**src/rtl/core_bus_responder_pkg.sv**
```systemverilog
// Shared types and constants for the core bus responder: FSM state
// encodings, grant identifiers and wait-state counter width.
package core_bus_responder_pkg;

  localparam logic [2:0] ST_IDLE    = 3'd0;
  localparam logic [2:0] ST_MEM     = 3'd1;
  localparam logic [2:0] ST_CAPTURE = 3'd2;
  localparam logic [2:0] ST_WAIT    = 3'd3;
  localparam logic [2:0] ST_IO      = 3'd4;
  localparam logic [2:0] ST_ACK     = 3'd5;

  typedef enum logic {
    GRANT_INSTR = 1'b0,
    GRANT_DATA  = 1'b1
  } grant_t;

  localparam int WAIT_CNT_BITS = 4;

endpackage

```
**src/rtl/core_bus_responder_if.sv**
```systemverilog
// Bus bundle between the core initiators, the responder, the SRAM and the
// I/O port. The responder uses the slave view; the core side uses master.
interface core_bus_responder_if;

  logic [18:0] instr_m_addr;
  logic        instr_m_access;
  logic        instr_m_ack;
  logic [15:0] instr_m_data_in;

  logic [18:0] data_m_addr;
  logic [15:0] data_m_data_out;
  logic        data_m_access;
  logic        data_m_wr_en;
  logic [1:0]  data_m_bytesel;
  logic        d_io;
  logic        data_m_ack;
  logic [15:0] data_m_data_in;

  logic [18:0] mem_addr;
  logic        mem_cs;
  logic        mem_we;
  logic [1:0]  mem_be;
  logic [15:0] mem_wdata;
  logic [15:0] mem_rdata;

  logic [14:0] io_addr;
  logic        io_rd;
  logic        io_wr;
  logic [15:0] io_wdata;
  logic [1:0]  io_be;
  logic [15:0] io_rdata;
  logic        io_ack;

  modport slave (
    input  instr_m_addr, instr_m_access,
    output instr_m_ack, instr_m_data_in,
    input  data_m_addr, data_m_data_out, data_m_access, data_m_wr_en,
    input  data_m_bytesel, d_io,
    output data_m_ack, data_m_data_in,
    output mem_addr, mem_cs, mem_we, mem_be, mem_wdata,
    input  mem_rdata,
    output io_addr, io_rd, io_wr, io_wdata, io_be,
    input  io_rdata, io_ack
  );

  modport master (
    output instr_m_addr, instr_m_access,
    input  instr_m_ack, instr_m_data_in,
    output data_m_addr, data_m_data_out, data_m_access, data_m_wr_en,
    output data_m_bytesel, d_io,
    input  data_m_ack, data_m_data_in,
    input  mem_addr, mem_cs, mem_we, mem_be, mem_wdata,
    output mem_rdata,
    input  io_addr, io_rd, io_wr, io_wdata, io_be,
    output io_rdata, io_ack
  );

endinterface

```
**src/rtl/core_bus_responder_rr_arbiter2.sv**
```systemverilog
// Two-way round-robin arbiter: on a tie the requester not served last wins.
// The last-served index is recorded only when the owner strobes update.
module rr_arbiter2 (
  input  logic       clk,
  input  logic       reset,
  input  logic [1:0] req,
  input  logic       update,
  input  logic       served,
  output logic [1:0] gnt
);

  logic last;

  // NOTE: every path assigns gnt (default first), so no latch is inferred.
  always_comb begin
    gnt = 2'b00;
    case (req)
      2'b01:   gnt = 2'b01;
      2'b10:   gnt = 2'b10;
      2'b11:   gnt = last ? 2'b01 : 2'b10;
      default: gnt = 2'b00;
    endcase
  end

  // NOTE: sequential state uses non-blocking assignments only.
  always_ff @(posedge clk) begin
    if (reset) begin
      last <= 1'b0;
    end else if (update) begin
      last <= served;
    end
  end

endmodule

```
**src/rtl/core_bus_responder.sv**
```systemverilog
// Responder for the instruction and data initiators: round-robin arbitration
// onto one synchronous SRAM port, with data-port I/O cycles steered to io_*.
module core_bus_responder
  import core_bus_responder_pkg::*;
#(
  parameter int WAIT_STATES = 0
) (
  input logic                  clk,
  input logic                  reset,
  core_bus_responder_if.slave  bus
);

  logic [2:0]               state;
  grant_t                   grant_q;
  grant_t                   pick;
  logic [18:0]              addr_q;
  logic [1:0]               be_q;
  logic [15:0]              wdata_q;
  logic                     wr_q;
  logic [WAIT_CNT_BITS-1:0] wait_cnt;
  logic [15:0]              instr_rdata_q;
  logic [15:0]              data_rdata_q;
  logic [1:0]               req;
  logic [1:0]               arb_gnt;

  assign req  = {bus.data_m_access, bus.instr_m_access};
  assign pick = arb_gnt[1] ? GRANT_DATA : GRANT_INSTR;

  rr_arbiter2 u_arb (
    .clk    (clk),
    .reset  (reset),
    .req    (req),
    .update (state == ST_ACK),
    .served (grant_q),
    .gnt    (arb_gnt)
  );

  // NOTE: the read-data holding registers are reset too, so both ports read 0 out of reset.
  always_ff @(posedge clk) begin
    if (reset) begin
      state         <= ST_IDLE;
      grant_q       <= GRANT_INSTR;
      addr_q        <= '0;
      be_q          <= '0;
      wdata_q       <= '0;
      wr_q          <= 1'b0;
      wait_cnt      <= '0;
      instr_rdata_q <= '0;
      data_rdata_q  <= '0;
    end else begin
      case (state)
        ST_IDLE: begin
          if (|req) begin
            grant_q <= pick;
            if (pick == GRANT_DATA) begin
              addr_q  <= bus.data_m_addr;
              be_q    <= bus.data_m_bytesel;
              wdata_q <= bus.data_m_data_out;
              wr_q    <= bus.data_m_wr_en;
              state   <= bus.d_io ? ST_IO : ST_MEM;
            end else begin
              // Instruction fetches are always full-word reads.
              addr_q  <= bus.instr_m_addr;
              be_q    <= 2'b11;
              wdata_q <= '0;
              wr_q    <= 1'b0;
              state   <= ST_MEM;
            end
          end
        end
        ST_MEM: state <= ST_CAPTURE;
        ST_CAPTURE: begin
          if (!wr_q) begin
            if (grant_q == GRANT_DATA) data_rdata_q <= bus.mem_rdata;
            else                       instr_rdata_q <= bus.mem_rdata;
          end
          if (WAIT_STATES > 0) begin
            wait_cnt <= WAIT_CNT_BITS'(WAIT_STATES);
            state    <= ST_WAIT;
          end else begin
            state <= ST_ACK;
          end
        end
        ST_WAIT: begin
          wait_cnt <= wait_cnt - 1'b1;
          if (wait_cnt <= 1) state <= ST_ACK;
        end
        ST_IO: begin
          if (bus.io_ack) begin
            if (!wr_q) data_rdata_q <= bus.io_rdata;
            state <= ST_ACK;
          end
        end
        ST_ACK:  state <= ST_IDLE;
        default: state <= ST_IDLE;
      endcase
    end
  end

  assign bus.mem_cs    = (state == ST_MEM);
  assign bus.mem_we    = (state == ST_MEM) && wr_q;
  assign bus.mem_addr  = addr_q;
  assign bus.mem_be    = be_q;
  assign bus.mem_wdata = wdata_q;

  // Strobes drop in the reset cycle itself so an aborted I/O cycle ends at once.
  assign bus.io_rd    = (state == ST_IO) && !wr_q && !reset;
  assign bus.io_wr    = (state == ST_IO) &&  wr_q && !reset;
  assign bus.io_addr  = addr_q[14:0];
  assign bus.io_wdata = wdata_q;
  assign bus.io_be    = be_q;

  assign bus.instr_m_ack     = (state == ST_ACK) && (grant_q == GRANT_INSTR);
  assign bus.data_m_ack      = (state == ST_ACK) && (grant_q == GRANT_DATA);
  assign bus.instr_m_data_in = instr_rdata_q;
  assign bus.data_m_data_in  = data_rdata_q;

endmodule

```
**src/flat_wrapper.sv**
```systemverilog
// flat-port wrapper written by rule: the top's interface ports become plain ports
module core_bus_responder_flat import core_bus_responder_pkg::*;
#(
  parameter int WAIT_STATES = 0
)
  (clk, reset, bus_instr_m_addr, bus_instr_m_access, bus_instr_m_ack, bus_instr_m_data_in, bus_data_m_addr, bus_data_m_data_out, bus_data_m_access, bus_data_m_wr_en, bus_data_m_bytesel, bus_d_io, bus_data_m_ack, bus_data_m_data_in, bus_mem_addr, bus_mem_cs, bus_mem_we, bus_mem_be, bus_mem_wdata, bus_mem_rdata, bus_io_addr, bus_io_rd, bus_io_wr, bus_io_wdata, bus_io_be, bus_io_rdata, bus_io_ack);
  core_bus_responder_if bus_i ();
  input logic clk;
  input logic reset;
  input wire logic [$bits(bus_i.instr_m_addr)-1:0] bus_instr_m_addr;
  input wire logic [$bits(bus_i.instr_m_access)-1:0] bus_instr_m_access;
  output wire logic [$bits(bus_i.instr_m_ack)-1:0] bus_instr_m_ack;
  output wire logic [$bits(bus_i.instr_m_data_in)-1:0] bus_instr_m_data_in;
  input wire logic [$bits(bus_i.data_m_addr)-1:0] bus_data_m_addr;
  input wire logic [$bits(bus_i.data_m_data_out)-1:0] bus_data_m_data_out;
  input wire logic [$bits(bus_i.data_m_access)-1:0] bus_data_m_access;
  input wire logic [$bits(bus_i.data_m_wr_en)-1:0] bus_data_m_wr_en;
  input wire logic [$bits(bus_i.data_m_bytesel)-1:0] bus_data_m_bytesel;
  input wire logic [$bits(bus_i.d_io)-1:0] bus_d_io;
  output wire logic [$bits(bus_i.data_m_ack)-1:0] bus_data_m_ack;
  output wire logic [$bits(bus_i.data_m_data_in)-1:0] bus_data_m_data_in;
  output wire logic [$bits(bus_i.mem_addr)-1:0] bus_mem_addr;
  output wire logic [$bits(bus_i.mem_cs)-1:0] bus_mem_cs;
  output wire logic [$bits(bus_i.mem_we)-1:0] bus_mem_we;
  output wire logic [$bits(bus_i.mem_be)-1:0] bus_mem_be;
  output wire logic [$bits(bus_i.mem_wdata)-1:0] bus_mem_wdata;
  input wire logic [$bits(bus_i.mem_rdata)-1:0] bus_mem_rdata;
  output wire logic [$bits(bus_i.io_addr)-1:0] bus_io_addr;
  output wire logic [$bits(bus_i.io_rd)-1:0] bus_io_rd;
  output wire logic [$bits(bus_i.io_wr)-1:0] bus_io_wr;
  output wire logic [$bits(bus_i.io_wdata)-1:0] bus_io_wdata;
  output wire logic [$bits(bus_i.io_be)-1:0] bus_io_be;
  input wire logic [$bits(bus_i.io_rdata)-1:0] bus_io_rdata;
  input wire logic [$bits(bus_i.io_ack)-1:0] bus_io_ack;
  assign bus_i.instr_m_addr = bus_instr_m_addr;
  assign bus_i.instr_m_access = bus_instr_m_access;
  assign bus_instr_m_ack = bus_i.instr_m_ack;
  assign bus_instr_m_data_in = bus_i.instr_m_data_in;
  assign bus_i.data_m_addr = bus_data_m_addr;
  assign bus_i.data_m_data_out = bus_data_m_data_out;
  assign bus_i.data_m_access = bus_data_m_access;
  assign bus_i.data_m_wr_en = bus_data_m_wr_en;
  assign bus_i.data_m_bytesel = bus_data_m_bytesel;
  assign bus_i.d_io = bus_d_io;
  assign bus_data_m_ack = bus_i.data_m_ack;
  assign bus_data_m_data_in = bus_i.data_m_data_in;
  assign bus_mem_addr = bus_i.mem_addr;
  assign bus_mem_cs = bus_i.mem_cs;
  assign bus_mem_we = bus_i.mem_we;
  assign bus_mem_be = bus_i.mem_be;
  assign bus_mem_wdata = bus_i.mem_wdata;
  assign bus_i.mem_rdata = bus_mem_rdata;
  assign bus_io_addr = bus_i.io_addr;
  assign bus_io_rd = bus_i.io_rd;
  assign bus_io_wr = bus_i.io_wr;
  assign bus_io_wdata = bus_i.io_wdata;
  assign bus_io_be = bus_i.io_be;
  assign bus_i.io_rdata = bus_io_rdata;
  assign bus_i.io_ack = bus_io_ack;
  core_bus_responder #(.WAIT_STATES(WAIT_STATES)) u_core (.clk(clk), .reset(reset), .bus(bus_i));
endmodule
```
**config.mk**
```make
export PLATFORM = sky130hd
export DESIGN_NAME = core_bus_responder_flat
export DESIGN_NICKNAME = d
export VERILOG_FILES = /design/src/rtl/core_bus_responder_pkg.sv /design/src/rtl/core_bus_responder_if.sv /design/src/rtl/core_bus_responder_rr_arbiter2.sv /design/src/rtl/core_bus_responder.sv /design/src/flat_wrapper.sv
export SDC_FILE = /design/constraint.sdc
export NUM_CORES = 1
export LEC_CHECK = 0
export BUFFER_PORTS_ARGS = -buffer_cell sky130_fd_sc_hd__clkbuf_2
export CORE_ASPECT_RATIO = 0.8
export CORE_MARGIN = 8
export CORE_UTILIZATION = 38
export DETAILED_ROUTE_END_ITERATION = 6
export PLACE_DENSITY = 0.7
export SLEW_MARGIN = 10
export SYNTH_ARGS = -nofsm -noshare
export SYNTH_HDL_FRONTEND = slang
export SYNTH_SLANG_ARGS = --single-unit
```
**constraint.sdc**
```tcl
create_clock -name clk -period 2.7 [get_ports clk]
set_input_delay 0.27 -clock clk [delete_from_list [all_inputs] [get_ports clk]]
set_output_delay 0.27 -clock clk [all_outputs]
set_load 0.03 [all_outputs]
```
Word-level counts from Yosys, hierarchy flattened
Index checks and enable logic that the tools add are counted.
{"block": "totals", "in_bits": 95, "regBits": 79, "elab_cells": 62}
{"block": "classes", "add_sub_neg": 1, "n_mux": 18, "n_eq_ne": 14, "reduce_logical": 16, "n_lt_le_gt_ge": 1, "bitwise_logic": 2}
{"cell": "2-to-1 mux 16 bit", "count": 5}
{"cell": "case mux 16 bit (2 select lines)", "count": 1}
{"cell": "2-to-1 mux 19 bit", "count": 1}
{"cell": "2-to-1 mux 3 bit", "count": 5}
{"cell": "case mux 3 bit (5 select lines)", "count": 1}
{"cell": "logical AND 1 bit", "count": 7}
{"cell": "equality test 3 x 2 -> 1 bit, second input constant", "count": 2}
{"cell": "equality test 3 bit, second input constant", "count": 2}
{"cell": "!= test 2 x 1 -> 1 bit, second input constant", "count": 3}
{"cell": "!= test 2 bit, second input constant", "count": 3}
{"cell": "case mux 2 bit (3 select lines)", "count": 1}
{"cell": "AND reduction 3 bit", "count": 2}
{"cell": "AND reduction 5 bit", "count": 1}
{"cell": "equality test 2 bit, second input constant", "count": 2}
{"cell": "<= comparator 4 x 1 -> 1 bit, second input constant", "count": 1}
{"cell": "2-to-1 mux 2 bit", "count": 2}
{"cell": "subtractor 4 x 1 -> 4 bit, second input constant", "count": 1}
{"cell": "equality test 3 x 1 -> 1 bit, second input constant", "count": 1}
{"cell": "zero test 3 bit", "count": 1}
{"cell": "equality test 2 x 1 -> 1 bit, second input constant", "count": 1}
{"cell": "zero test 1 bit", "count": 2}
{"cell": "2-to-1 mux 1 bit", "count": 2}
{"cell": "inverter 1 bit", "count": 2}
{"cell": "AND reduction 2 bit", "count": 1}
{"cell": "2 further kinds", "count": 2}

Logic depth before layout (Yosys ltp)
{"block": "logic_depth", "depth_word": 6, "ltp_mapped": 6, "depth_no_buf": 5}

Cells and area by module
A second synthesis with hierarchy kept.
{"block": "hier_totals", "cells_unflattened": 416, "area_unflattened_um2": 3704.8}
{"module": "core_bus_responder", "cells_each": 410, "seq_area_each_um2": 1561.5, "instances": 1, "area_per_inst_um2": 3652.3}
{"module": "rr_arbiter2", "cells_each": 6, "seq_area_each_um2": 20.0, "instances": 1, "area_per_inst_um2": 52.6}

Worst setup path after synthesis
No wires, ideal clock.
{"block": "synth_path", "path_kind": "register -> output", "from": "register u_core.state[0]", "to": "output bus_mem_we", "t_arrival_ns": 1.881, "path_slack_ns": 0.549, "path_stages_with_launch": 6, "path_cell_list": "dfxtp_1 -> buf_6 -> buf_2 -> inv_1 -> nor3_1 -> and2_1"}
{"block": "synth_via", "elab_chain_len": 2}
{"item": "start, declared", "line": "core_bus_responder.sv:13", "source": "logic [2:0] state;"}
{"item": "start signal, assigned", "line": "core_bus_responder.sv:60", "source": "state <= bus.d_io ? ST_IO : ST_MEM;"}
{"item": "equality test 3 x 1 -> 1 bit"}
{"item": "via bus_mem_cs", "line": "flat_wrapper.sv:23", "source": "output wire logic [$bits(bus_i.mem_cs)-1:0] bus_mem_cs;"}
{"item": "logical AND 1 bit", "line": "core_bus_responder.sv:101", "source": "assign bus.mem_we = (state == ST_MEM) && wr_q;"}
{"item": "end, declared", "line": "flat_wrapper.sv:24", "source": "output wire logic [$bits(bus_i.mem_we)-1:0] bus_mem_we;"}
The timed path passes the listed nets, and every way through them passes these cells.

Worst setup path in the final report
{"block": "layout_path", "from": "register u_core.state[0]", "to": "output bus_io_rd"}
{"block": "layout_via", "elab_chain_len": 3}
{"item": "equality test 3 bit", "line": "core_bus_responder.sv:107", "source": "assign bus.io_rd = (state == ST_IO) && !wr_q && !reset;"}
{"item": "logical AND 1 bit (2 in a row)", "line": "core_bus_responder.sv:107"}
{"item": "end, declared", "line": "flat_wrapper.sv:29", "source": "output wire logic [$bits(bus_i.io_rd)-1:0] bus_io_rd;"}
No other way between the ends.

==> results_dict.tcl <==
set metrics [dict create \
    status "completed" \
    fmax_ghz 0.479 \
    ant_nets 0 \
    leakagePower_uw 0.00235 \
    synth_top_area_share 0.391 \
    grt_first_pass_wirelength_mm 19.5 \
    htree_num_levels 3 \
    drt_iter0_drc 196 \
    detail_route.first_pass.iterations 4 \
    cts_tree "yes" \
    ir_drop_v 0.000359 \
    postCtsSetupBuffers 0 \
    ys_ff_latch 79 \
    fin_area_um2 5130 \
    fill_cells 1012 \
    vias 3853 \
    crit_required_ns 2.43 \
    min_to "u_core.bus.io_wdata[9]$_SDFFE_PP0P_" \
    holdWs_ns 0.178 \
    whs_path_depth 3 \
    setup_tns_ns 0 \
    critPathArrivalTime_ns 1.82 \
    synth_edf_count 0 \
    drc 0 \
    power_density_nw_per_um2 756 \
    num_antenna_cells 0 \
    grt_overflow 0 \
    hold_start "bus_data_m_data_out[9]" \
    grt_usage 0.163 \
    fp.dieW_um 131 \
    place_congestion 0.845 \
    ys_warn_count 0 \
    hold_viol_final 0 \
    design.die.area_um2 14200 \
    ys_types 48 \
    ys.flop_type "dfxtp_1" \
    syn_nets 548 \
    nNetsFinal 696 \
    cap_violations 0 \
    area_growth_pct 26.9 \
    relSlewSlack 0.465 \
    synth.top_cells.by_area "dfxtp_1 (39%), mux2i_1 (8.7%), buf_4 (7.1%)" \
    worst_setup_path_start_kind "register" \
    avgSynthCellArea_um2 8.96 \
    finalSetupViolCount 0 \
    antenna_found_initial 0 \
    tightest_slew_ns 0.801 \
    synth_top_cell_by_area "dfxtp_1" \
    hold_class "in -> reg" \
    cts_made_buffers 9 \
    cts_resized 0 \
    slew_viol_final 0 \
    power_uw 3870 \
    r2r-end "u_core.bus.io_be[1]$_SDFFE_PP0P_" \
    cp_max_fo 18 \
    ctsHoldBuffers 0 \
    final.setup_skew_ns 0.00814 \
    port-buffer-count 202 \
    placed_area_um2 4830 \
    core-area_um2 10300 \
    wl_mm 12.5 \
    synth_common_cells "dfxtp_1 (79), a21oi_1 (56), nand3_1 (50)" \
    criticalPathCategory "reg -> out" \
    yosysMostFrequentCell "dfxtp_1" \
    syn_inst 451 \
    syn_area_um2 4040 \
    wl_per_cell_um 16.8 \
    clk_pin_slew_ns 0.06 \
    io_pins 203 \
    end_kind "primary output" \
    num_rows 33 \
    rsz0062_at_grt "no" \
    yosysSeqAreaShare 0.391 \
    dpl.hpwl_mm 9.49 \
    cts.sinks 79 \
    period_needed_ns 2.09 \
    async_flop_share 0 \
    initial_core_util 0.392 \
    reg2reg_from "u_core.state[1]$_SDFFE_PP0P_" \
    first_global_vias 4004 \
    via_per_inst 5.18 \
    rrSetupSlack_ns 0.73 \
    die_height_um 108 \
    clk_path_buf_depth 2 \
    r2r_cells 3 \
    grt_max_degree 46 \
    root_buffer "clkbuf_16" \
    drive_above_1_share 0.412 \
    clk_latency_ns 0.33 \
    period_share 0.773 \
]
stage by stage:
step	utilization	setup slack (ns)	instances
6_report	0.497	0.614	744
3_3_place_gp	0.468	0.800	728
5_1_grt	0.497	0.483	744
4_1_cts	0.497	0.600	744
2_1_floorplan	-	0.549	451
3_5_place_dp	0.468	0.732	728
cell families after synthesis:
logic type | after synthesis | synth area share
compound gates | 139 | 0.219
xor+xnor | 2 | 0.00434
fa+ha+maj | 2 | 0.00619
buf+inv | 79 | 0.123
flops | 79 | 0.391
mux | 35 | 0.0867
simple gates | 115 | 0.169
cell usage in the layout (no fill, tap or decap), types with 6 or more instances in the layout:
| cell | count |
|---|---|
| clkbuf_2 | 202 |
| dfxtp_1 | 79 |
| a21oi_1 | 56 |
| nand3_1 | 50 |
| o21ai_0 | 37 |
| mux2i_1 | 35 |
| a211oi_1 | 20 |
| nand2_1 | 17 |
| nor2b_1 | 16 |
| o211ai_2 | 10 |
| clkbuf_16 | 9 |
| nor2_1 | 8 |
| buf_4 | 8 |
| inv_1 | 6 |
| o211ai_1 | 6 |
critical path, stage by stage (launching register included):
cell	delay [ns]
dfxtp_1	0.30
buf_4	0.19
or2_1	0.48
nor3_1	0.26
clkbuf_2	0.25
area by class of cell:
cell class / instances / area [um2] / area share
Multi-Input combinational cell: 293 / 1980 / 0.386
Sequential cell: 79 / 1580 / 0.308
Inverter: 6 / 22.5 / 0.00439
Clock buffer: 11 / 243 / 0.0473
Clock inverter: 5 / 57.6 / 0.0112
Timing Repair Buffer: 210 / 1070 / 0.209
Tap cell: 140 / 175 / 0.0342
power breakdown:
group	internal (uW)	leakage [uW]	switching [uW]
combinational	389	0.00157	861
clock	740	0.000138	478
sequential	1300	0.000646	110
worst max-delay path by stage:
stage	from	end	slack [ns]	depth (start not counted)
5_1_grt	u_core.state[0]$_SDFFE_PP0P_	bus_io_rd	0.48	4
6_report	u_core.state[0]$_SDFFE_PP0P_	bus_io_rd	0.61	4
3_5_place_dp	u_core.state[2]$_SDFFE_PP0P_	u_core.bus.io_be[0]$_SDFFE_PP0P_	0.73	3
4_1_cts	u_core.state[0]$_SDFFE_PP0P_	bus_io_rd	0.60	4
2_1_floorplan	u_core.state[0]$_SDFFE_PP0P_	bus_mem_we	0.55	5
3_3_place_gp	u_core.state[2]$_SDFFE_PP0P_	u_core.bus.io_be[0]$_SDFFE_PP0P_	0.80	3
sequential cells by signal (all words and copies together), names as in the netlist, 2 cells and up:
name and flops:
u_core.bus.mem_addr 19, u_core.bus.data_m_data_in 16, u_core.bus.instr_m_data_in 16, u_core.bus.io_wdata 16
u_core.wait_cnt 4, u_core.state 3, u_core.bus.io_be 2
layer usage:
metal	share of wire	global-route usage	vias to the layer above	wire [um]
met1	0.41	0.182	1815	5100
met3	0.055	0.0422	13	692
met5	0	0	-	0
met2	0.52	0.303	137	6550
met4	0.013	0.0491	0	157
li1	-	-	1888	-
Power figures use the tool's default switching activity.
